**config.mk**
```make
export PLATFORM = sky130hd
export DESIGN_NAME = bin_to_bcd4
export DESIGN_NICKNAME = d
export VERILOG_FILES = /design/src/rtl/bin_to_bcd4.sv
export SDC_FILE = /design/constraint.sdc
export NUM_CORES = 1
export LEC_CHECK = 0
export CORE_MARGIN = 3
export CORE_UTILIZATION = 50
export CTS_BUF_LIST = sky130_fd_sc_hd__clkbuf_16
export CTS_CLUSTER_DIAMETER = 100
export DETAILED_ROUTE_END_ITERATION = 8
export PLACE_DENSITY = 0.83
export REMOVE_ABC_BUFFERS = 1
export SYNTH_ARGS = -nofsm -noshare
export SYNTH_HDL_FRONTEND = slang
export SYNTH_SLANG_ARGS = --single-unit
```
**constraint.sdc**
```tcl
create_clock -name clk -period 1.6 [get_ports clk]
set_input_delay 0.16 -clock clk [delete_from_list [all_inputs] [get_ports clk]]
set_output_delay 0.16 -clock clk [all_outputs]
set_load 0.05 [all_outputs]
```
**src/rtl/bin_to_bcd4.sv**
```systemverilog
// bin_to_bcd4: iterative double-dabble converter, binary operand to four
// BCD digits plus an overflow code; outputs move only when a conversion ends.
module bin_to_bcd4 #(
   parameter int WIDTH = 16
) (
   input  logic             clk,
   input  logic             rst_n,
   input  logic             start,
   input  logic [WIDTH-1:0] value,
   output logic             busy,
   output logic             done,
   output logic [3:0]       num0,
   output logic [3:0]       num1,
   output logic [3:0]       num2,
   output logic [3:0]       num3,
   output logic [3:0]       error
);

   localparam int CW = $clog2(WIDTH + 1);

   typedef enum logic [1:0] {
      S_IDLE,
      S_SHIFT,
      S_DONE
   } state_t;

   state_t             r_state;
   logic [WIDTH-1:0]   r_sr;
   logic [19:0]        r_bcd;
   logic [CW-1:0]      r_cnt;

   logic [19:0]        w_adj;
   logic [WIDTH+19:0]  w_next;
   logic               w_ovf;

   // add-3 correction on every nibble before the shift
   always_comb begin
      w_adj = r_bcd;
      for (int i = 0; i < 5; i++) begin
         if (r_bcd[4*i +: 4] >= 4'd5) begin
            w_adj[4*i +: 4] = r_bcd[4*i +: 4] + 4'd3;
         end
      end
   end

   assign w_next = {w_adj, r_sr} << 1;
   assign w_ovf  = (r_bcd[19:16] != 4'd0) || (r_bcd[15:0] > 16'h9999);

   always_ff @(posedge clk or negedge rst_n) begin
      if (!rst_n) begin
         r_state <= S_IDLE;
         r_sr    <= '0;
         r_bcd   <= '0;
         r_cnt   <= '0;
         busy    <= 1'b0;
         done    <= 1'b0;
         num0    <= 4'd0;
         num1    <= 4'd0;
         num2    <= 4'd0;
         num3    <= 4'd0;
         error   <= 4'd0;
      end else begin
         done <= 1'b0;
         case (r_state)
            S_IDLE: begin
               if (start) begin
                  r_sr    <= value;
                  r_bcd   <= '0;
                  r_cnt   <= CW'(WIDTH);
                  busy    <= 1'b1;
                  r_state <= S_SHIFT;
               end
            end
            S_SHIFT: begin
               r_bcd <= w_next[WIDTH +: 20];
               r_sr  <= w_next[WIDTH-1:0];
               r_cnt <= r_cnt - CW'(1);
               if (r_cnt == CW'(1)) begin
                  r_state <= S_DONE;
               end
            end
            S_DONE: begin
               if (w_ovf) begin
                  error <= 4'd1;
                  num0  <= 4'd0;
                  num1  <= 4'd0;
                  num2  <= 4'd0;
                  num3  <= 4'd0;
               end else begin
                  error <= 4'd0;
                  num0  <= r_bcd[15:12];
                  num1  <= r_bcd[11:8];
                  num2  <= r_bcd[7:4];
                  num3  <= r_bcd[3:0];
               end
               done    <= 1'b1;
               busy    <= 1'b0;
               r_state <= S_IDLE;
            end
            default: begin
               r_state <= S_IDLE;
            end
         endcase
      end
   end

endmodule
```
### Yosys cells after proc, flatten, opt, wreduce, memory -nomap -nowiden

Cells that the tools add are included.

* flip-flop bits (word level): 65
* input bits: 19
* output and inout bits: 22

* add/subtract/negate cells: 6
* magnitude comparators: 6
* equal/unequal tests: 5
* muxes and demuxes: 22
* reduce and logical (&&, ||, !) cells: 8

Operators with widths (number)
* $pmux 20 s2: 1
* $mux 4: 8
* $pmux 16 s2: 1
* $ge 4x3->1 const B: 5
* $mux 20: 1
* $add 4x2->4 const B: 4
* $gt 16x16->1 const B: 1
* $mux 16: 1
* $pmux 5 s2: 1
* $reduce_and 2->1: 3
* $eq 5x1->1 const B: 1
* $mux 5: 1
* $sub 5x1->5 const B: 1
* $mux 2: 2
* $ne 2x2->1 const B: 2
* $pmux 2 s2: 1
* $reduce_bool 2->1: 2
* $reduce_bool 4->1: 1
* $add 3x2->3 const B: 1
* $mux 1: 3
* $mux 3: 1
* $eq 2x1->1 const B: 1
* $eq 2x2->1 const B: 1
* $logic_not 2->1: 1
* other kinds (2): 2

### Longest topological paths before layout

Gate-level depths: netlist of run 1.

* depth after elaboration: 3
* mapped depth: 7
* mapped depth without buffers: 6

### Worst setup path before layout of run 1

OpenSTA, ideal clock, no wires.

* kind: reg-to-reg
* from: reg r_bcd[16]
* to: reg num0[2]
* arrival time: 1642 ps
* data required time: 1533 ps
* slack: -109 ps
* cell stages (with the launch flop): 8
* buffers on the path: 1
* period minus slack after synthesis: 1709 ps
* cells stage by stage: dfrtp_1 -> inv_1 -> ha_1 -> nor3b_4 -> nand2_2 -> a221oi_4 -> buf_6 -> a22o_1

* cells in the longest elaborated chain, start to end: 3

Ends and longest elaborated chain
* from (decl): RTL line 29 `logic [19:0] r_bcd;`
* from (signal assigned): RTL line 75 `r_bcd <= w_next[WIDTH +: 20];`
* $reduce_bool 4->1: RTL line 47 `assign w_ovf = (r_bcd[19:16] != 4'd0) || (r_bcd[15:0] > 16'h9999);`
* $logic_or 1x1->1: RTL line 47
* $mux 4: RTL line 83 `if (w_ovf) begin`
* to (signal assigned): RTL line 91 `num0 <= r_bcd[15:12];`
* to (decl): RTL line 12 `output logic [3:0] num0,`

No other way between the ends.
A chain may end at the register's enable or synchronous reset.

### Worst setup path after layout of run 1

* from: reg r_bcd[1]
* to: reg num0[2]

* cells in the longest elaborated chain, start to end: 3

Ends and longest elaborated chain (RTL line)
* $gt 16x16->1: 47
* $logic_or 1x1->1: 47
* $mux 4: 83

No other way between the ends.

==> results of run 1 <==
[kinds of logic after synthesis]
| family | Yosys count | share of synthesized area, % |
|---|---|---|
| and+or+nand+nor | 56 | 11.99 |
| buffers and inverters | 36 | 5.101 |
| adders and majority gates | 13 | 5.062 |
| AOI/OAI and AO/OA | 119 | 26.25 |
| xor gates and xnor gates | 6 | 1.636 |
| DFF | 62 | 48.29 |
| other | 1 | 0.1167 |
| muxes | 5 | 1.558 |
[registers in the layout, summed over array words and instances (netlist names)]
signal / cells
r_bcd: 20
num3: 4
busy: 1
r_state: 2
num2: 4
error: 1
num1: 4
r_sr: 16
done: 1
num0: 4
r_cnt: 5
[metal layers]
metal	track usage, %	vias to the layer above
met3	4.707	24
met5	0	-
li1	-	1270
met4	11.94	0
met1	32.63	1461
met2	42.12	108
[report_power, final]
part / total (W) / leakage (nW) / internal, W / switching (W)
logic: 0.00423 / 1.15 / 0.00200 / 0.00223
clock network: 0.00221 / 0.157 / 0.00151 / 0.000706
registers: 0.00253 / 0.805 / 0.00208 / 0.000446
[worst paths after layout]
kind	endpoint	slack (ps)	from
max in group asynchronous	r_bcd[4]	680	rst_n
worst min register to register	r_sr[0]	490	r_sr[0]
worst max-delay path	num0[2]	-200	r_bcd[1]
worst max register to register	num0[2]	-200	r_bcd[1]
min in group clk	r_sr[0]	390	value[0]
worst min-delay path	num0[3]	320	rst_n
[cells in the final DEF (no fill, tap or decap), types with 3 or more instances in the layout]
cell             count
a22oi_1             15
nand3_1              3
a32oi_1              8
nand2_1              7
nor2_1               4
a32o_1               5
xnor2_1              6
o22ai_1             10
a21bo_2              3
buf_6                5
a221o_1              4
o21ai_1              3
o21ai_0             23
nor3b_1              3
clkdlybuf4s50_1     17
a21oi_1             18
a21oi_2              5
nor2b_1             17
inv_2                8
ha_2                 3
clkbuf_16            9
nand2b_1             7
a21bo_1              5
ha_4                 6
o31ai_1              5
a22o_1               9
inv_1                7
mux2i_1              5
bufinv_16            3
buf_4               68
conb_1               3
dfrtp_1             62
ha_1                 4
[worst max-delay path: cells and delay by family (launching register included)]
kind	cells	cell delay, ps
DFF	1	400
AOI/OAI and AO/OA	3	660
adders and majority gates	1	130
buffers and inverters	3	370
and+or+nand+nor	1	160
[what timing repair did]
item	CTS	global route
buffers inserted	4	3
resized for setup	18	29
endpoints found under the hold margin	18	0
pin swaps	14	15
hold buffers	1	0
endpoints found under the setup margin	20	33
[metrics by stage]
step	TNS (ps)	std cells	power (W)	utilization (%)	hold slack, ps
6_report	-2924	463	0.008980	74.07	324.6
5_1_grt	-3723	463	0.009453	74.07	373.4
4_1_cts	-1415	461	0.008481	72.01	323.9
3_5_place_dp	-1821	440	0.005959	64.43	131.8
3_3_place_gp	-975.3	440	0.005810	64.43	125.2
2_1_floorplan	-14070	279	0.004611	-	-135.6
[final cells by class]
type                            count  area [µm²]  area share, %
Timing Repair Buffer               93       772.0          17.20
Inverter                           15       56.30          1.254
Multi-Input combinational cell    202        1678          37.37
Clock buffer                        9       225.2          5.017
Clock inverter                      7       112.6          2.508
Tap cell                           75       93.84          2.090
Sequential cell                    62        1551          34.56
==> results.tsv, run 1 <==
stage	metric	value	unit
status	outcome	finished with violations	
status	failing checks	setup timing	
worst_setup_path	Critical Path Source Type	flip-flop	
cells_and_area	Area Overhead vs Synth	39.72	%
worst_setup_path	Worst path most repeated cell	buf_4	
sta	minimum clock period	1800	ps
sta	Clock Skews	6.630	ps
yosys	main flop type after synthesis	dfrtp_1	
placed_design	Placed Area	3905	µm²
sta	Final Hold Fails	0	
yosys	area leader, netlist	dfrtp_1	
cells_and_area	ant diodes	0	
drt	initial DRC count	201	
sta	Pins Over Slew Limit	0	
die	Die X	86.17	µm
yosys	share of the synthesized area in the top cell type	48.29	%
cts	Reg clk slew, reported paths	60	ps
drt	met3 wire length	453	µm
cells_and_area	Layout Nets	415	
global_route	antenna violations before repair	0	
placed_design	DP Wirelength	5395	µm
cells_and_area	fillers	355	
worst_setup_path	critical path class	reg -> reg	
worst_setup_path	CP arrival	2060	ps
cts	Clk Latency, worst-skew pair	330	ps
global_route	total grt overflow	0	
global_route	largest net degree at the start of global routing	45	
yosys	synthesized flop and latch total	62	
worst_setup_path	CP max stage cell	a221oi_4	
drt	DRC Markers	0	
yosys	post-synthesis cell type count	44	
sta	final worst path period share	112.5	%
yosys	dominant cells by area after synthesis	dfrtp_1 48%, ha_1 5.1%, a21oi_1 3.7%	
cells_and_area	fin area	4489	µm²
worst_setup_path	crit end category	flip-flop	
die	# rows	28	
drt	routed vias	2863	
yosys	Avg Cell Area, Syn	10.78	µm²
power	VDD IR max	1194	µV
yosys	Async SR Flop Fraction	100.0	%
flow_run	# Max-Cap Violations	0	
drt	met2 WL	4788	µm
power	leakage	2.112	nW
global_route	vias in the first global route	2993	
cts	Clock Tree Buf Depth	2	
yosys	most common cell in the netlist	dfrtp_1	
yosys	Post-synth EDFFs	0	
drt	final WL	9322	µm
min_path	worst hold path class	in -> async	
drt	DR pass1 iterations	5	
global_route	first-pass GRT wire length	14790	µm
drt	M1 wire length	3852	µm
worst_setup_path	critical-path cell list	inv_2 > buf_4 > ha_4 > nor2b_4 > o21ai_2 > a221oi_4 > buf_4 > a22o_1	
placed_design	Setup Slack @ Placement	-131.0	ps
yosys	Post-Syn Area	3213	µm²
cts	CTS tree	yes	
cts	H-tree levels	3	
placed_design	I/O Buffers	37	
sta	Fmax	0.5557	GHz
drt	DR top layer	met4	
power	Power Dens Cells	2000	nW/µm²
yosys	register area share after synthesis	48.29	%
yosys	Post-Syn Instances	298	
worst_setup_path	Worst R2R Path Depth	8	
drt	vias per cell	6.184	
cts	clock sink count	62	
drt	WL/cell	20.13	µm
die	# IOs	41	
sta	unrepaired setup endpoints after global routing	yes	
worst_setup_path	slowest cell delay on critical path	430	ps
die	core area	6061	µm²
die	Die Y	86.17	µm
placed_design	gpl congestion	0.8624	
sta	final setup margin	-199.6	ps
yosys	YS warnings	0	
drt	Detail Route Antenna Nets	0	
cts	Num CTS Buffers	9	
global_route	GRT Total Usage	25.60	%
die	Starting Density	53.01	%
die	die footprint	7424	µm²
worst_setup_path	Worst EP required	1860	ps
cts	Root Buffer	clkbuf_16	
yosys	commonest cells in the netlist	62 x dfrtp_1, 24 x a21oi_1, 24 x o21ai_0	
worst_setup_path	crit path max fanout	4	
sta	final setup fails	17	
cells_and_area	layout cell share with drive strength beyond 1	33.76	%
No activity file was read; power rests on OpenSTA's default activity.
==> inputs of run 2 (changes only) <==
--- a/config.mk
+++ b/config.mk
@@ -6,11 +6,11 @@
 export NUM_CORES = 1
 export LEC_CHECK = 0
 export CORE_MARGIN = 3
-export CORE_UTILIZATION = 50
-export CTS_BUF_LIST = sky130_fd_sc_hd__clkbuf_16
+export CORE_UTILIZATION = 52
+export CTS_BUF_LIST = sky130_fd_sc_hd__clkbuf_8
 export CTS_CLUSTER_DIAMETER = 100
 export DETAILED_ROUTE_END_ITERATION = 8
-export PLACE_DENSITY = 0.83
+export PLACE_DENSITY = 0.86
 export REMOVE_ABC_BUFFERS = 1
 export SYNTH_ARGS = -nofsm -noshare
 export SYNTH_HDL_FRONTEND = slang
==> results.tsv, run 2 (same netlist as run 1, synthesis figures left out) <==
stage	metric	value	unit
status	outcome	finished with violations	
status	failing checks	setup timing	
sta	Pins Over Slew Limit	0	
cts	Num CTS Buffers	9	
cts	clock sink count	62	
min_path	worst hold path class	in -> async	
power	Power Dens Cells	1856	nW/µm²
worst_setup_path	Worst EP required	1880	ps
cells_and_area	most common cell after layout, fill and taps aside	buf_4	
worst_setup_path	crit path max fanout	4	
sta	final setup fails	20	
cells_and_area	Core Util, Final	73.00	%
die	# rows	28	
power	leakage	2.067	nW
sta	Final Hold Fails	0	
sta	Slew headroom	49.65	%
worst_setup_path	Critical Path Source Type	flip-flop	
drt	DRC Markers	0	
drt	vias per cell	6.384	
power	Pwr Total	0.008068	W
global_route	first-pass GRT wire length	13920	µm
cells_and_area	Layout Nets	417	
cells_and_area	ant diodes	0	
sta	final worst path period share	106.2	%
global_route	total grt overflow	0	
cts	CTS tree	yes	
cells_and_area	Area Overhead vs Synth	35.32	%
drt	WL/cell	20.12	µm
sta	worst slew pin tran	753.6	ps
worst_setup_path	crit end category	flip-flop	
cts	Clk Latency, worst-skew pair	350	ps
die	Starting Density	53.95	%
placed_design	DP Wirelength	5395	µm
cts	H-tree levels	3	
die	Die X	84.61	µm
cells_and_area	fin area	4348	µm²
cts	Reg clk slew, reported paths	70	ps
drt	routed vias	2962	
cells_and_area	leading registers by flop count	r_bcd (20), r_sr (16), r_cnt (5)	
sta	minimum clock period	1698	ps
drt	initial DRC count	308	
flow_run	# Max-Cap Violations	0	
cts	Clock Tree Buf Depth	2	
sta	final setup margin	-98.42	ps
placed_design	I/O Buffers	37	
placed_design	Placed Area	3920	µm²
sta	unrepaired setup endpoints after global routing	yes	
drt	DR pass1 iterations	5	
sta	Clock Skews	12.50	ps
global_route	vias in the first global route	2893	
cells_and_area	Largest Register	r_bcd	
die	core area	5956	µm²
global_route	antenna violations before repair	0	
cells_and_area	max reg flops	20	
global_route	largest net degree at the start of global routing	63	
placed_design	Setup Slack @ Placement	-140.1	ps
die	# IOs	41	
cells_and_area	Non-Filler Instances	464	
cts	Root Buffer	clkbuf_8	
cells_and_area	most frequent cells in the layout	71 x buf_4, 62 x dfrtp_1, 22 x o21ai_0	
drt	Detail Route Antenna Nets	0	
global_route	GRT Total Usage	24.43	%
power	VDD IR max	899.0	µV
placed_design	placed cell count	442	
sta	Fmax	0.5888	GHz
die	Die Y	84.61	µm
worst_setup_path	CP arrival	1980	ps
die	die footprint	7158	µm²
placed_design	gpl congestion	0.8498	
worst_setup_path	critical path class	reg -> reg	
drt	final WL	9337	µm
cells_and_area	layout cell share with drive strength beyond 1	33.42	%
## run 2: cell count changes in the layout (fill, tap and decap cells not counted), moves of 2 or more
cell / previous run / this run
ha_1: 4 / 6
buf_4: 68 / 71
a32oi_2: 0 / 2
clkbuf_16: 9 / 0
ha_2: 3 / 1
inv_1: 7 / 11
bufinv_16: 3 / 0
clkinvlp_4: 2 / 0
a32oi_1: 8 / 6
clkbuf_8: 0 / 11
o21ai_4: 0 / 2
clkinv_1: 2 / 0
## run 2: repair_timing
item	CTS	global route
hold endpoints to repair	62	0
buffers inserted	2	5
gates resized for setup	25	21
hold buffers	1	0
endpoints found under the setup margin	19	31
cloned	0	0
pin swaps	5	11
## run 2: power by group
part / internal (W) / switching, W / total (W)
logic: 0.00204 / 0.00224 / 0.00428
clock network: 0.000619 / 0.000603 / 0.00122
registers: 0.00208 / 0.000488 / 0.00257
## run 2: path summary, 6_finish.rpt
| check | cells after the start | slack (ps) | endpoint | startpoint |
|---|---|---|---|---|
| worst min-delay path | 3 | 350 | r_sr[11] | rst_n |
| worst min register to register | 2 | 490 | busy | busy |
| min in group clk | 3 | 380 | r_sr[0] | value[0] |
| worst max-delay path | 6 | -100 | num1[1] | r_bcd[8] |
| worst max register to register | 6 | -100 | num1[1] | r_bcd[8] |
| max in group asynchronous | 3 | 960 | r_sr[1] | rst_n |
## run 2: stage by stage
stage | hold slack [ps] | TNS (ps)
2_1_floorplan | -135.6 | -14070
3_3_place_gp | 193.4 | -437.2
3_5_place_dp | 200.5 | -1584
4_1_cts | 366.3 | -131.7
5_1_grt | 389.5 | -2341
6_report | 348.2 | -988.1
## run 2: worst max-delay path, cell delays in order, from the launching register on
cell and delay, ps:
dfrtp_1 450, ha_4 210, nand4bb_4 150, nor4_4 320, buf_4 190, a32oi_1 110, a21bo_1 220
## run 2: routing by layer
layer	track usage (%)	share of wire (%)
met3	3.631	6.6
met2	38.79	50
met4	14.39	4.0
met5	0	0
met1	31.71	40
## run 2: area by class of cell
cell class	instances	area (µm²)
multi-input cells	202	1695
fillers	360	1608
clock buffers	11	151.4
flip-flops and latches	62	1551
repair buffers	95	783.3
clock inverters	4	16.27
inverters	15	56.30
well taps	75	93.84
==> inputs of run 3 (changes only) <==
--- a/config.mk
+++ b/config.mk
@@ -5,7 +5,7 @@
 export SDC_FILE = /design/constraint.sdc
 export NUM_CORES = 1
 export LEC_CHECK = 0
-export CORE_MARGIN = 3
+export CORE_MARGIN = 2
 export CORE_UTILIZATION = 52
 export CTS_BUF_LIST = sky130_fd_sc_hd__clkbuf_8
 export CTS_CLUSTER_DIAMETER = 100
==> results.tsv, run 3 (same netlist as run 1, synthesis figures left out) <==
stage	metric	value	unit
global_route	antenna violations before repair	0	
worst_setup_path	FF-to-FF End	num0[2]	
sta	Final Hold Fails	0	
sta	Clock Skews	14.94	ps
cells_and_area	most frequent cells in the layout	73 x buf_4, 61 x dfrtp_1, 22 x o21ai_0	
sta	unrepaired setup endpoints after global routing	yes	
cts	clock sink count	62	
drt	M1 wire length	3847	µm
cells_and_area	max reg flops	20	
drt	WL/cell	20.71	µm
die	core area	5956	µm²
sta	final worst path period share	109.3	%
sta	minimum clock period	1748	ps
drt	final WL	9690	µm
worst_setup_path	reg2reg start	r_bcd[1]	
drt	routed vias	2967	
power	Power Dens Cells	1928	nW/µm²
worst_setup_path	Critical Path Source Type	flip-flop	
drt	initial DRC count	246	
placed_design	placed cell count	440	
cts	Reg clk slew, reported paths	80	ps
power	VDD IR max	1015	µV
drt	Detail Route Antenna Nets	0	
cts	CTS tree	yes	
worst_setup_path	critical path class	reg -> reg	
global_route	GRT Total Usage	29.59	%
cells_and_area	leading registers by flop count	r_bcd (20), r_sr (16), r_cnt (5)	
die	die footprint	6824	µm²
power	Clk network pwr share	19.4	%
power	Int Pwr	0.005153	W
drt	DR top layer	met4	
drt	met2 WL	4840	µm
cells_and_area	Non-Filler Instances	468	
cts	Clk Latency, worst-skew pair	360	ps
status	outcome	finished with violations	
drt	DRC Markers	0	
cells_and_area	Area Overhead vs Synth	38.51	%
global_route	total grt overflow	0	
power	NetSw	0.003428	W
flow_run	# Max-Cap Violations	0	
power	Reg power frac	29.9	%
sta	Slew headroom	50.08	%
placed_design	Setup Slack @ Placement	-139.2	ps
die	# IOs	41	
drt	met3 wire length	604	µm
cells_and_area	Largest Register	r_bcd	
cts	Root Buffer	clkbuf_8	
power	Sw Share	39.95	%
cts	Num CTS Buffers	9	
drt	vias per cell	6.340	
sta	final setup fails	19	
worst_setup_path	crit end category	flip-flop	
global_route	first-pass GRT wire length	14760	µm
cts	H-tree levels	3	
die	Starting Density	53.95	%
global_route	vias in the first global route	2843	
status	failing checks	setup timing	
sta	final setup margin	-148.2	ps
worst_setup_path	Worst EP required	1890	ps
cts	Clock Tree Buf Depth	2	
cells_and_area	fillers	365	
cells_and_area	ant diodes	0	
power	Comb power frac	50.8	%
placed_design	DP Wirelength	5510	µm
min_path	worst hold path class	in -> async	
worst_setup_path	reg-to-reg slack, setup	-150	ps
worst_setup_path	CP arrival	2040	ps
placed_design	I/O Buffers	37	
power	leakage	2.104	nW
cells_and_area	most common cell after layout, fill and taps aside	buf_4	
die	Die Y	82.61	µm
cells_and_area	layout cell share with drive strength beyond 1	34.61	%
die	# rows	28	
die	Die X	82.61	µm
sta	worst slew pin tran	747.3	ps
sta	WHS	308.4	ps
global_route	largest net degree at the start of global routing	24	
drt	DR pass1 iterations	5	
sta	Pins Over Slew Limit	0	
placed_design	gpl congestion	0.8614	
worst_setup_path	crit path max fanout	8	
cells_and_area	Layout Nets	420	
worst_setup_path	Worst R2R Path Depth	7	
sta	Fmax	0.5720	GHz
run 3: power by group through the flow:
| stage | sequential (W) | clock [W] | combinational [W] |
|---|---|---|---|
| global placement | 0.00246 | 0 | 0.00334 |
| floorplan | 0.00270 | 0 | 0.00191 |
| finish | 0.00256 | 0.00166 | 0.00436 |
| global route | 0.00261 | 0.00174 | 0.00469 |
| detailed placement | 0.00249 | 0 | 0.00353 |
| CTS | 0.00249 | 0.00164 | 0.00385 |
run 3: worst max path at each step:
stage,startpoint,endpoint,cells past startpoint
6_report,r_bcd[1],num0[2],7
5_1_grt,r_bcd[13],num0[0],8
4_1_cts,r_bcd[1],num1[1],7
3_5_place_dp,r_bcd[5],num3[3],7
3_3_place_gp,r_bcd[9],num2[3],7
2_1_floorplan,r_state[0],r_cnt[2],4
run 3: critical path, stage by stage (launching register included):
cell	delay [ps]
dfrtp_1	390
inv_2	120
ha_4	150
nor2b_4	190
o21ai_4	90
a221oi_4	410
buf_6	200
a22o_1	140
run 3: cell type report:
cell class | count | area (µm²) | area share [%]
inverter | 15 | 58.81 | 1.321
clock inverter | 4 | 68.82 | 1.546
clock buffer | 12 | 165.2 | 3.711
tap | 75 | 93.84 | 2.109
timing repair buffer | 98 | 818.3 | 18.39
multi-input combinational | 202 | 1693 | 38.04
sequential | 62 | 1553 | 34.89
run 3: per-layer routing:
metal | vias to the layer above | global-route usage (%)
met5 | - | 0
met4 | 0 | 15.41
met3 | 36 | 7.174
met2 | 150 | 46.21
met1 | 1503 | 38.19
li1 | 1278 | -
run 3: stage by stage:
step | utilization (%) | TNS [ps] | area (µm²) | total power, W
3_5_place_dp | 65.78 | -1856 | 3918 | 0.006017
6_report | 74.73 | -1993 | 4451 | 0.008581
5_1_grt | 74.73 | -2912 | 4451 | 0.009043
3_3_place_gp | 65.78 | -454.1 | 3918 | 0.005801
4_1_cts | 72.63 | -550.8 | 4325 | 0.007977
2_1_floorplan | - | -14070 | 3113 | 0.004611
run 3: timing repair:
action | CTS | global route
gates resized for setup | 29 | 19
cloned | 1 | 0
setup endpoints to repair | 21 | 28
endpoints found under the hold margin | 19 | 0
setup buffers | 4 | 6
pin swaps | 12 | 21
hold buffers | 1 | 0
